==> config.mk <==
export PLATFORM = sky130hd
export DESIGN_NAME = instruction_fetch_unit_flat
export DESIGN_NICKNAME = d
export VERILOG_FILES = /design/src/rtl/cpu_pkg.sv /design/src/rtl/instruction_fetch_unit_if.sv /design/src/rtl/instruction_fetch_unit_program_counter.sv /design/src/rtl/instruction_fetch_unit.sv /design/src/flat_wrapper.sv
export SDC_FILE = /design/constraint.sdc
export NUM_CORES = 1
export LEC_CHECK = 0
export CAP_MARGIN = 10
export CORE_ASPECT_RATIO = 1.1
export CORE_UTILIZATION = 45
export CTS_BUF_LIST = sky130_fd_sc_hd__clkbuf_8 sky130_fd_sc_hd__clkbuf_16
export CTS_CLUSTER_DIAMETER = 200
export DETAILED_ROUTE_END_ITERATION = 7
export MAX_ROUTING_LAYER = met4
export PLACE_DENSITY = 0.83
export SYNTH_ARGS = -nofsm -noshare
export SYNTH_HDL_FRONTEND = slang
export SYNTH_SLANG_ARGS = --single-unit
==> constraint.sdc <==
create_clock -name clk -period 4 [get_ports clk]
set_clock_uncertainty 0.1 [all_clocks]
set_input_delay 0.8 -clock clk [delete_from_list [all_inputs] [get_ports clk]]
set_output_delay 0.8 -clock clk [all_outputs]
set_load 0.02 [all_outputs]
==> src/rtl/cpu_pkg.sv <==
`timescale 1ns/1ps
// Types and constants shared by the fetch unit, the decoder and their benches.
package cpu_pkg;

   localparam int INSTR_WIDTH = 6;

   typedef logic [INSTR_WIDTH-1:0] instr_t;

   localparam instr_t OP_ADD       = 6'd0;
   localparam instr_t OP_SUB       = 6'd1;
   localparam instr_t OP_AND       = 6'd2;
   localparam instr_t OP_OR        = 6'd3;
   localparam instr_t OP_XOR       = 6'd4;
   localparam instr_t OP_NOT       = 6'd5;
   localparam instr_t OP_SHL       = 6'd6;
   localparam instr_t OP_REG_WRITE = 6'd7;

   typedef enum logic [2:0] {
      IDLE = 3'd0,
      REQ  = 3'd1,
      WAIT = 3'd2,
      HOLD = 3'd3,
      HALT = 3'd4
   } fetch_state_t;

endpackage

==> src/rtl/instruction_fetch_unit_if.sv <==
`timescale 1ns/1ps
// Program-memory read port plus the instruction handshake towards the decoder.
// The master side is the fetch unit; the slave side is memory plus decoder.
interface instruction_fetch_unit_if #(
   parameter int ADDR_WIDTH  = 8,
   parameter int INSTR_WIDTH = cpu_pkg::INSTR_WIDTH
);
   logic [ADDR_WIDTH-1:0]  mem_addr;
   logic                   mem_rd_en;
   logic [INSTR_WIDTH-1:0] mem_rdata;
   logic                   mem_rvalid;
   logic [INSTR_WIDTH-1:0] instr_out;
   logic                   instr_valid;
   logic                   instr_ready;

   modport master (
      output mem_addr, mem_rd_en, instr_out, instr_valid,
      input  mem_rdata, mem_rvalid, instr_ready
   );

   modport slave (
      input  mem_addr, mem_rd_en, instr_out, instr_valid,
      output mem_rdata, mem_rvalid, instr_ready
   );
endinterface

==> src/rtl/instruction_fetch_unit_program_counter.sv <==
`timescale 1ns/1ps
// Program counter register; a load always wins over an increment.
module program_counter #(
   parameter int ADDR_WIDTH = 8
) (
   input  logic                  clk,
   input  logic                  rst,
   input  logic                  load,
   input  logic [ADDR_WIDTH-1:0] load_addr,
   input  logic                  inc,
   output logic [ADDR_WIDTH-1:0] pc
);
   logic [ADDR_WIDTH-1:0] pc_q;
   logic [ADDR_WIDTH-1:0] pc_d;

   always_comb begin
      pc_d = pc_q;
      if (load) begin
         pc_d = load_addr;
      end else if (inc) begin
         pc_d = pc_q + 1'b1;
      end
   end

   always_ff @(posedge clk) begin
      if (rst) begin
         pc_q <= '0;
      end else begin
         pc_q <= pc_d;
      end
   end

   assign pc = pc_q;
endmodule

==> src/rtl/instruction_fetch_unit.sv <==
`timescale 1ns/1ps
// Fetches one program word per request, holds it for the decoder until accepted,
// then advances or reloads the PC; stops after the last program word.
module instruction_fetch_unit
   import cpu_pkg::*;
#(
   parameter int ADDR_WIDTH  = 8,
   parameter int INSTR_WIDTH = cpu_pkg::INSTR_WIDTH,
   parameter int PROG_LEN    = 256
) (
   input  logic                  clk,
   input  logic                  rst,
   input  logic                  run,
   input  logic                  pc_load,
   input  logic [ADDR_WIDTH-1:0] pc_load_addr,
   output logic                  halted,
   instruction_fetch_unit_if.master bus
);
   localparam logic [ADDR_WIDTH-1:0] LAST_ADDR = ADDR_WIDTH'(PROG_LEN - 1);

   fetch_state_t           state_q, state_d;
   logic [INSTR_WIDTH-1:0] instr_q, instr_d;
   logic [ADDR_WIDTH-1:0]  pc;
   logic                   pc_ld;
   logic                   pc_inc;

   program_counter #(.ADDR_WIDTH(ADDR_WIDTH)) u_pc (
      .clk       (clk),
      .rst       (rst),
      .load      (pc_ld),
      .load_addr (pc_load_addr),
      .inc       (pc_inc),
      .pc        (pc)
   );

   always_comb begin
      state_d = state_q;
      instr_d = instr_q;
      pc_ld   = 1'b0;
      pc_inc  = 1'b0;
      case (state_q)
         IDLE: begin
            // The load lands in the same edge as the REQ transition, so the fetch sees it.
            pc_ld = pc_load;
            if (run) begin
               state_d = REQ;
            end
         end
         REQ: begin
            state_d = WAIT;
         end
         WAIT: begin
            if (bus.mem_rvalid) begin
               instr_d = bus.mem_rdata;
               state_d = HOLD;
            end
         end
         HOLD: begin
            if (bus.instr_ready) begin
               if (pc_load) begin
                  pc_ld   = 1'b1;
                  state_d = run ? REQ : IDLE;
               end else if (pc == LAST_ADDR) begin
                  state_d = HALT;
               end else begin
                  pc_inc  = 1'b1;
                  state_d = run ? REQ : IDLE;
               end
            end
         end
         HALT: begin
            if (pc_load) begin
               pc_ld   = 1'b1;
               state_d = IDLE;
            end
         end
         default: begin
            state_d = IDLE;
         end
      endcase
   end

   always_ff @(posedge clk) begin
      if (rst) begin
         state_q <= IDLE;
         instr_q <= '0;
      end else begin
         state_q <= state_d;
         instr_q <= instr_d;
      end
   end

   assign bus.mem_addr    = pc;
   assign bus.mem_rd_en   = (state_q == REQ);
   assign bus.instr_out   = instr_q;
   assign bus.instr_valid = (state_q == HOLD);
   assign halted          = (state_q == HALT);
endmodule

==> src/flat_wrapper.sv <==
// flat-port wrapper written by rule: the top's interface ports become plain ports
module instruction_fetch_unit_flat import cpu_pkg::*;
#(
   parameter int ADDR_WIDTH  = 8,
   parameter int INSTR_WIDTH = cpu_pkg::INSTR_WIDTH,
   parameter int PROG_LEN    = 256
)
  (clk, rst, run, pc_load, pc_load_addr, halted, bus_mem_addr, bus_mem_rd_en, bus_instr_out, bus_instr_valid, bus_mem_rdata, bus_mem_rvalid, bus_instr_ready);
  instruction_fetch_unit_if #(.ADDR_WIDTH(ADDR_WIDTH), .INSTR_WIDTH(INSTR_WIDTH)) bus_i ();
  input  logic clk;
  input  logic rst;
  input  logic run;
  input  logic pc_load;
  input  logic [ADDR_WIDTH-1:0] pc_load_addr;
  output logic halted;
  output wire logic [$bits(bus_i.mem_addr)-1:0] bus_mem_addr;
  output wire logic [$bits(bus_i.mem_rd_en)-1:0] bus_mem_rd_en;
  output wire logic [$bits(bus_i.instr_out)-1:0] bus_instr_out;
  output wire logic [$bits(bus_i.instr_valid)-1:0] bus_instr_valid;
  input wire logic [$bits(bus_i.mem_rdata)-1:0] bus_mem_rdata;
  input wire logic [$bits(bus_i.mem_rvalid)-1:0] bus_mem_rvalid;
  input wire logic [$bits(bus_i.instr_ready)-1:0] bus_instr_ready;
  assign bus_mem_addr = bus_i.mem_addr;
  assign bus_mem_rd_en = bus_i.mem_rd_en;
  assign bus_instr_out = bus_i.instr_out;
  assign bus_instr_valid = bus_i.instr_valid;
  assign bus_i.mem_rdata = bus_mem_rdata;
  assign bus_i.mem_rvalid = bus_mem_rvalid;
  assign bus_i.instr_ready = bus_instr_ready;
  instruction_fetch_unit #(.ADDR_WIDTH(ADDR_WIDTH), .INSTR_WIDTH(INSTR_WIDTH), .PROG_LEN(PROG_LEN)) u_core (.clk(clk), .rst(rst), .run(run), .pc_load(pc_load), .pc_load_addr(pc_load_addr), .halted(halted), .bus(bus_i));
endmodule
==> results of run 1 <==
[layout by cell type, fill, tap and decap left out, drive strengths merged]
cell type,instances
inv,2
nand3,1
nand3b,1
nand2,5
and2,1
nor3b,2
o31a,1
o21a,1
dfxtp,17
o211ai,3
clkbuf,3
a211oi,3
and3,2
ha,1
a21oi,2
a31oi,2
or3,2
clkdlybuf4s50,36
nor3,3
xnor2,1
o21ai,5
nor2,17
o31ai,2
a41o,1
nor4,1
or4,3
clkinv,1
nand4,1
a21o,1
mux2i,10
a311oi,4
and4b,1
[cell families (layout without fill, tap and decap cells)]
group	after synthesis	after routing	share of synthesized area
and+or+nand+nor	40	40	0.2270
muxes	10	10	0.1100
buffers and inverters	8	42	0.05226
DFF	17	17	0.3741
xor gates and xnor gates	1	1	0.009630
adders and majority gates	1	1	0.01375
AOI/OAI and AO/OA	25	25	0.2132
[routing by layer]
layer	global-route usage	up-vias	share of wire
li1	-	453	-
met1	0.2673	426	0.45
met2	0.3358	27	0.48
met3	0.04444	4	0.051
met4	0.04545	0	0.0098
met5	-	-	0
[Yosys cell counts]
cell,instances
o211ai_1,2
xnor2_1,1
and2_1,1
nand3b_1,1
nor3_1,2
nor3_2,1
buf_2,2
nor4_1,1
and4b_1,1
a311oi_1,4
nand3_1,1
a211oi_1,3
o31a_1,1
or4_1,3
a31oi_1,2
a21oi_1,2
ha_1,1
a21o_1,1
nand4_1,1
mux2i_1,10
or3_1,2
o21ai_2,1
o21ai_0,4
nor3b_1,2
a41o_1,1
and3_1,2
o31ai_1,2
nor2_1,17
o211ai_4,1
inv_1,2
dfxtp_1,17
buf_6,2
buf_1,1
nand2_1,5
o21a_1,1
clkbuf_1,1
[worst max-delay path, cell delays in order, from the launching register on]
cell and delay, ns:
dfxtp_1 0.40, nor2_1 0.30, and2_1 0.22, clkdlybuf4s50_1 0.61
[how the worst max path moves through the flow]
stage	startpoint	end	cells past startpoint
6_report	u_core.state_q[1]	halted	3
3_3_place_gp	bus_instr_ready	u_core.u_pc.pc[7]	5
5_1_grt	u_core.state_q[1]	halted	3
3_5_place_dp	bus_instr_ready	u_core.u_pc.pc[5]	5
4_1_cts	u_core.state_q[1]	halted	3
2_1_floorplan	bus_instr_ready	u_core.u_pc.pc[5]	5
[through the flow]
| stage | instances | hold WS, ns | cell area (sq um) | utilization | setup WS, ns |
|---|---|---|---|---|---|
| after global routing | 163 | 0.4545 | 1310 | 0.7113 | 1.264 |
| after CTS | 163 | 0.3997 | 1310 | 0.7113 | 1.332 |
| after global placement | 159 | 0.3746 | 1264 | 0.6861 | 1.307 |
| after detailed placement | 159 | 0.3836 | 1264 | 0.6861 | 1.225 |
| after floorplan | 102 | 0.4237 | 909.6 | - | 1.972 |
| final | 163 | 0.3959 | 1310 | 0.7113 | 1.325 |
[registers in the layout, indices dropped and copies added, names as in the netlist]
name	cells
u_core.bus.instr_out	6
u_core.state_q	3
u_core.u_pc.pc	8
[layout make-up]
class                           count  area, sq um  share of cell area
Multi-Input combinational cell     77        521.8              0.3983
Timing Repair Buffer               36        360.3              0.2751
Tap cell                           27        33.78             0.02579
Clock buffer                        3        41.29             0.03152
Sequential cell                    17        340.3              0.2598
Clock inverter                      1        5.005            0.003820
Inverter                            2        7.507            0.005731
[power groups by stage]
stage                     clock [uW]  sequential (uW)  combinational [uW]
final                            128              206                 127
after detailed placement           0              210                 128
after global placement             0              209                 126
after global routing             140              210                 139
after CTS                        129              206                 129
after floorplan                    0              219                59.8
==> summary by stage, run 1 <==
Status
The run finished with clean final reports.

Route
In the routed design, unresolved DRC markers number 0. The detailed router finished its first iteration with 13 violations. After detailed routing, the average wire length per cell comes to ~12 um. The first TritonRoute pass finished after 4 iterations. The via density per instance is approximately 5.6. The final route contains just over 900 vias. Wires add up to a little over 2000 um. Once detail routing completed, the nets flagged for antenna violations numbered 0.

Layout
The proportion of layout cells with a drive suffix above 1 is 0.05147. The total of fill cells in the finished design is 153. The final-stage net count is around 160. Relative to the synthesized area, the layout overhead comes to 44.02%. The antenna diode instance count is 0.

Power and ir drop
Of the total power, the share spent switching nets is 0.3042. The power after layout is around 460 uW. In this run the power spent charging and discharging nets is between 100 and 150 uW. The maximum vdd drop is roughly 0.28 mV. Of the total power, combinational logic draws 0.276. The sequential fraction of design power is 0.447. The reported leakage power is 0.0004491 uW.

The power per standard cell area is 352.3 mW/mm^2. Internal power comes to about 320 uW. The share of total power dissipated in the clock network is 0.277.

Timing
Setup repair after global routing left no endpoint under its margin. The achievable clock frequency is between 300 and 400 MHz. The relative max-transition margin is 0.5933. The final count of hold timing violations came to 0. The clock period minus worst slack is roughly 2.7 ns. The sum of negative setup slack is 0 ns. The count of pins over their slew limit was 0.

Of the available clock period, the critical path in the final layout requires 0.6687. The number of setup violations in the final report is 0. For the pin with the worst max-slew slack, the measured transition is approximately 0.61 ns.

CTS
The number of buffers between clock root and the deepest sink is 2. Clock latency on the worst-skew pair, taken at its later pin, is roughly 0.25 ns. Once the clock tree was built, the resizer swapped 0 gates to a different size. The tree built by TritonCTS fans out to 17 sinks. The TritonCTS clock tree is done. After clock tree synthesis, the flow added hold-fix buffers numbering 0. TritonCTS created 3 clock buffers. The clock-pin transition on the worst setup and hold timing paths is ~0.070 ns. Clock tree synthesis selected as its root buffer the cell clkbuf_8. The CTS H-tree depth is 1. The number of setup buffers added after CTS is 0.

Yosys
Summed over all instances, the cell type with the most area after synthesis is dfxtp_1. For this run, the register share of the synthesized area comes to 0.3741. Of the post-synthesis cell area, the dominant cell type holds 0.3741. The cell area that synthesis handed to floorplanning was around 910 sq um. After synthesis the netlist holds a flip-flop and latch count of 17.

The count of mapped cells out of synthesis is 102. The number of unique standard cell types used by synthesis is 36. The number of warning messages in the yosys log is 0. Ranked by total cell area, the synthesized netlist is headed by dfxtp_1, mux2i_1, nor2_1, a311oi_1, a211oi_1.

The post-synth net total is 123. Dividing the synthesized area by the synthesized cell count gives 8.918 sq um.

Floorplanning
For this configuration, the core starts out at a cell density of 0.4939. The die width is between 40 and 50 um. The floorplan has 16 rows. The area inside the core boundary is between 0.0015 and 0.002 sq mm. The die area is ~0.0022 sq mm.

In this run the vertical extent of the chip is between 40 and 50 um. The I/O pin total is 37.

Worst setup path
The arrival time of the worst setup path is 1.77 ns. The critical path is of the reg2out type. The origin of the critical flop-to-flop path is u_core.state_q[1]. STA classifies the critical path startpoint as a flop. In this run the worst path has a maximum fanout of 9.

Across all register-to-register paths, the minimum setup slack is 2.00 ns. The worst-case reg-to-reg path depth is 4. In this run the critical register-to-register path is captured at u_core.u_pc.pc[5]. The required time of the critical path is slightly above 3 ns. The endpoint type of the worst setup path is an output pin.

Placed design
The sum of net half-perimeters after detailed placement is between 1500 and 2000 um. At the end of routability-driven placement, the weighted congestion stood at between 0.7 and 0.8. During placement, the flow inserted port buffers numbering 36.

GRT
The total overflow left after global routing is 0. The initial antenna violation count is 0. The first global-routing pass estimated roughly 3500 um of wire.

The via count of the first global-routing pass came to 852. For this run, the total global-route usage over all layers was measured as 0.2092. The maximum number of pins on one net before global-route repair is 18.

Hold path
Counting instances, the worst hold path has a depth of 2. For hold timing, the worst endpoint is u_core.bus.instr_out[2]. The worst min-delay path class is reg2reg. In this run the most critical hold path is launched from u_core.bus.instr_out[2].

Job
Across the run, the number of max-cap violations was 0.
No activity file was read; power rests on OpenSTA's default activity.
==> run 2: changes to the inputs <==
- CORE_UTILIZATION: 45 -> 38
- PLACE_DENSITY: 0.83 -> 0.75
- clock period: 4 -> 2.3 ns (I/O delays scaled with it)
==> run 2 against run 1 <==
Power up 78%; core utilization down 11 points; sequential share of layout area down 0.72 points; register-to-register slack worse by 1.5 ns; wire length up 5.2%; non-clock buffer count up 5; critical path depth down 1; clock-buffer cell count unchanged; combinational power up 86%; sequential power up 75%; hold slack better by 0.0017 ns; die area up 18%; critical path type unchanged; critical endpoint unchanged; largest cell class unchanged.
==> summary by stage, run 2 (same netlist as run 1, synthesis figures left out) <==
Status
The flow ran to the end, and the final reports show no timing, DRC or antenna violations.

Layout
For this run, the share of the core covered by cells in the final layout is 0.6006. The proportion of layout cells with a drive suffix above 1 is 0.09220. The area growth from synthesis to layout is 48.69%. The number of antenna diodes in the final layout is 0. In the layout the commonest cells are clkdlybuf4s50_1, nor2_1, dfxtp_1, mux2i_1. The final-stage net count is 163.

After filler insertion, the fill cell instance count of the layout stands at between 200 and 250. The number of flip-flops under the largest register name is 8. The commonest non-fill, non-tap cell in the layout is clkdlybuf4s50_1. The finished cells cover 0.001353 sq mm.

Hold path
The launch point of the worst hold path is u_core.bus.instr_out[4]. The worst hold path cell count is 2. The worst min-delay path class is reg2reg.

For hold timing, the worst endpoint is u_core.bus.instr_out[4].

CTS
The number of setup buffers added after CTS is 0. The insertion delay of the later-clocked pin in the worst-skew pair is roughly 0.25 ns. The clock root buffer is clkbuf_8. CTS built an H-tree with a depth of 1.

The total CTS buffers is 3. The clock-pin transition on the worst setup and hold timing paths is approximately 0.07 ns. The clock passes through at most 2 buffers. The clock drives 17 sinks.

The TritonCTS clock tree is done.

GRT
Global routing finished with a remaining overflow of 0. The global routing usage on met3 is 0.02874. In the global route stage, met2 resource usage came out at 0.3009. The initial antenna violation count is 0. For this run, global-route usage on met1 was measured as 0.2436. In this run the most used layer during global routing was met2. The maximum number of pins on one net before global-route repair is 18. The first global-routing pass estimated 3691 um of wire. The global-route total usage across every layer is 0.1895. The via count of the first global-routing pass was just over 800.

Power and ir drop
The reported leakage power is between 0.0004 and 0.0005 uW. The maximum vdd drop is 0.5036 mV. The power after layout is 822.1 uW. Power spread over the standard cell area amounts to 607.8 mW/mm^2.

Floorplanning
The die outline height is between 50 and 60 um. The count of standard-cell rows is 18. From left edge to right edge, the die measures a little under 50 um. The area inside the core boundary is about 0.0023 sq mm.

The die covers 0.002594 sq mm. The initial utilization of the core area, before any placement, comes to 0.4039. Pin placement for this block handled 37 I/O pins.

Route
The number of detailed-routing iterations run before antenna repair is 4. The number of nets with antenna violations after routing is 0. After detailed routing, the number of remaining DRC violations is 0.

The routed design has roughly 2100 um of wire. In the routed layout, each cell is associated on average with a via count of ~5.3. For this block, the initial DRC count from the detailed router was 13. The average routed wire per standard cell is approximately 13 um.

The total number of vias is 908.

Worst setup path
Counting cells, the worst reg-to-reg path comes to 6. The setup slack of the most critical reg-to-reg path is between 0.4 and 0.5 ns. In this run the worst path has a maximum fanout of 9.

The required time of the critical path is 1.74 ns. The endpoint type of the worst setup path is an output pin. The origin of the critical flop-to-flop path is u_core.state_q[2].

For the worst setup path, the data arrival time is about 1.6 ns. The critical path launch point type is a flop. The critical register-to-register path endpoint is u_core.u_pc.pc[3]. The critical path is of the reg2out type.

Timing
The relative max-transition margin is 0.5790. On the final layout, the worst hold slack is about 0.4 ns. The final count of hold timing violations came to 0. The count of pins over their slew limit is 0. The sum of negative setup slack is 0 ns.

The clock period minus worst slack is 2.167 ns. The fraction of the cycle the final worst path needs is 0.9424. Setup repair after global routing left no endpoint under its margin. Setup violations remaining at the end of the flow were counted as 0.

The measured slew at the worst slew-check pin is 0.6295 ns. The achievable clock frequency is about 460 MHz.

Placed design
The number of input and output port buffers inserted is 36. Once placement finished, the instance area stood at roughly 0.0013 sq mm. Detailed placement ended at an HPWL of approximately 1600 um.

Routability-driven placement finished with a final weighted congestion of between 0.8 and 0.9.

Job
The total of max-cap violations is 0.
## run 2: metal layers
metal | share of wire | wire length, um
met2 | 0.45 | 969
met5 | 0 | 0
met3 | 0.027 | 58
met1 | 0.50 | 1078
met4 | 0.014 | 31
## run 2: how the worst max path moves through the flow
stage,slack (ns),cells after the start,start,to
floorplan,0.49,5,u_core.u_pc.pc[0],u_core.state_q[0]
global placement,0.13,5,bus_instr_ready,u_core.u_pc.pc[7]
detailed placement,0.09,5,bus_instr_ready,u_core.u_pc.pc[5]
CTS,0.04,3,u_core.state_q[1],bus_instr_valid
global route,0.05,3,u_core.state_q[1],bus_instr_valid
finish,0.13,2,u_core.state_q[2],halted
## run 2: timing repair
item / CTS / global route
endpoints found under the setup margin: 0 / 1
gates resized for setup: 0 / 1
hold buffers: 0 / 0
## run 2: critical path, cell delays in order (launching register included)
cell and delay [ns]:
dfxtp_1 0.53, and2_1 0.22, clkdlybuf4s50_1 0.61
## run 2: power by group
part	leakage [uW]	switching (uW)	total, uW	internal, uW
Sequential	0.000140	37.1	360	323
Clock	0.0000255	105	225	120
Combinational	0.000309	110	236	127
## run 2: cell type report
type	count	area (sq um)	share of cell area
clock buffer	3	41.29	0.03053
clock inverter	1	5.005	0.003700
inverter	2	7.507	0.005550
multi-input combinational	77	521.8	0.3858
sequential	17	341.6	0.2525
tap	30	37.54	0.02775
timing repair buffer	41	397.9	0.2942
## run 2: through the flow
stage / worst slack (ns) / std cells
global route: 0.05253 / 171
CTS: 0.03619 / 171
finish: 0.1325 / 171
floorplan: 0.4907 / 102
detailed placement: 0.09040 / 167
global placement: 0.1305 / 167
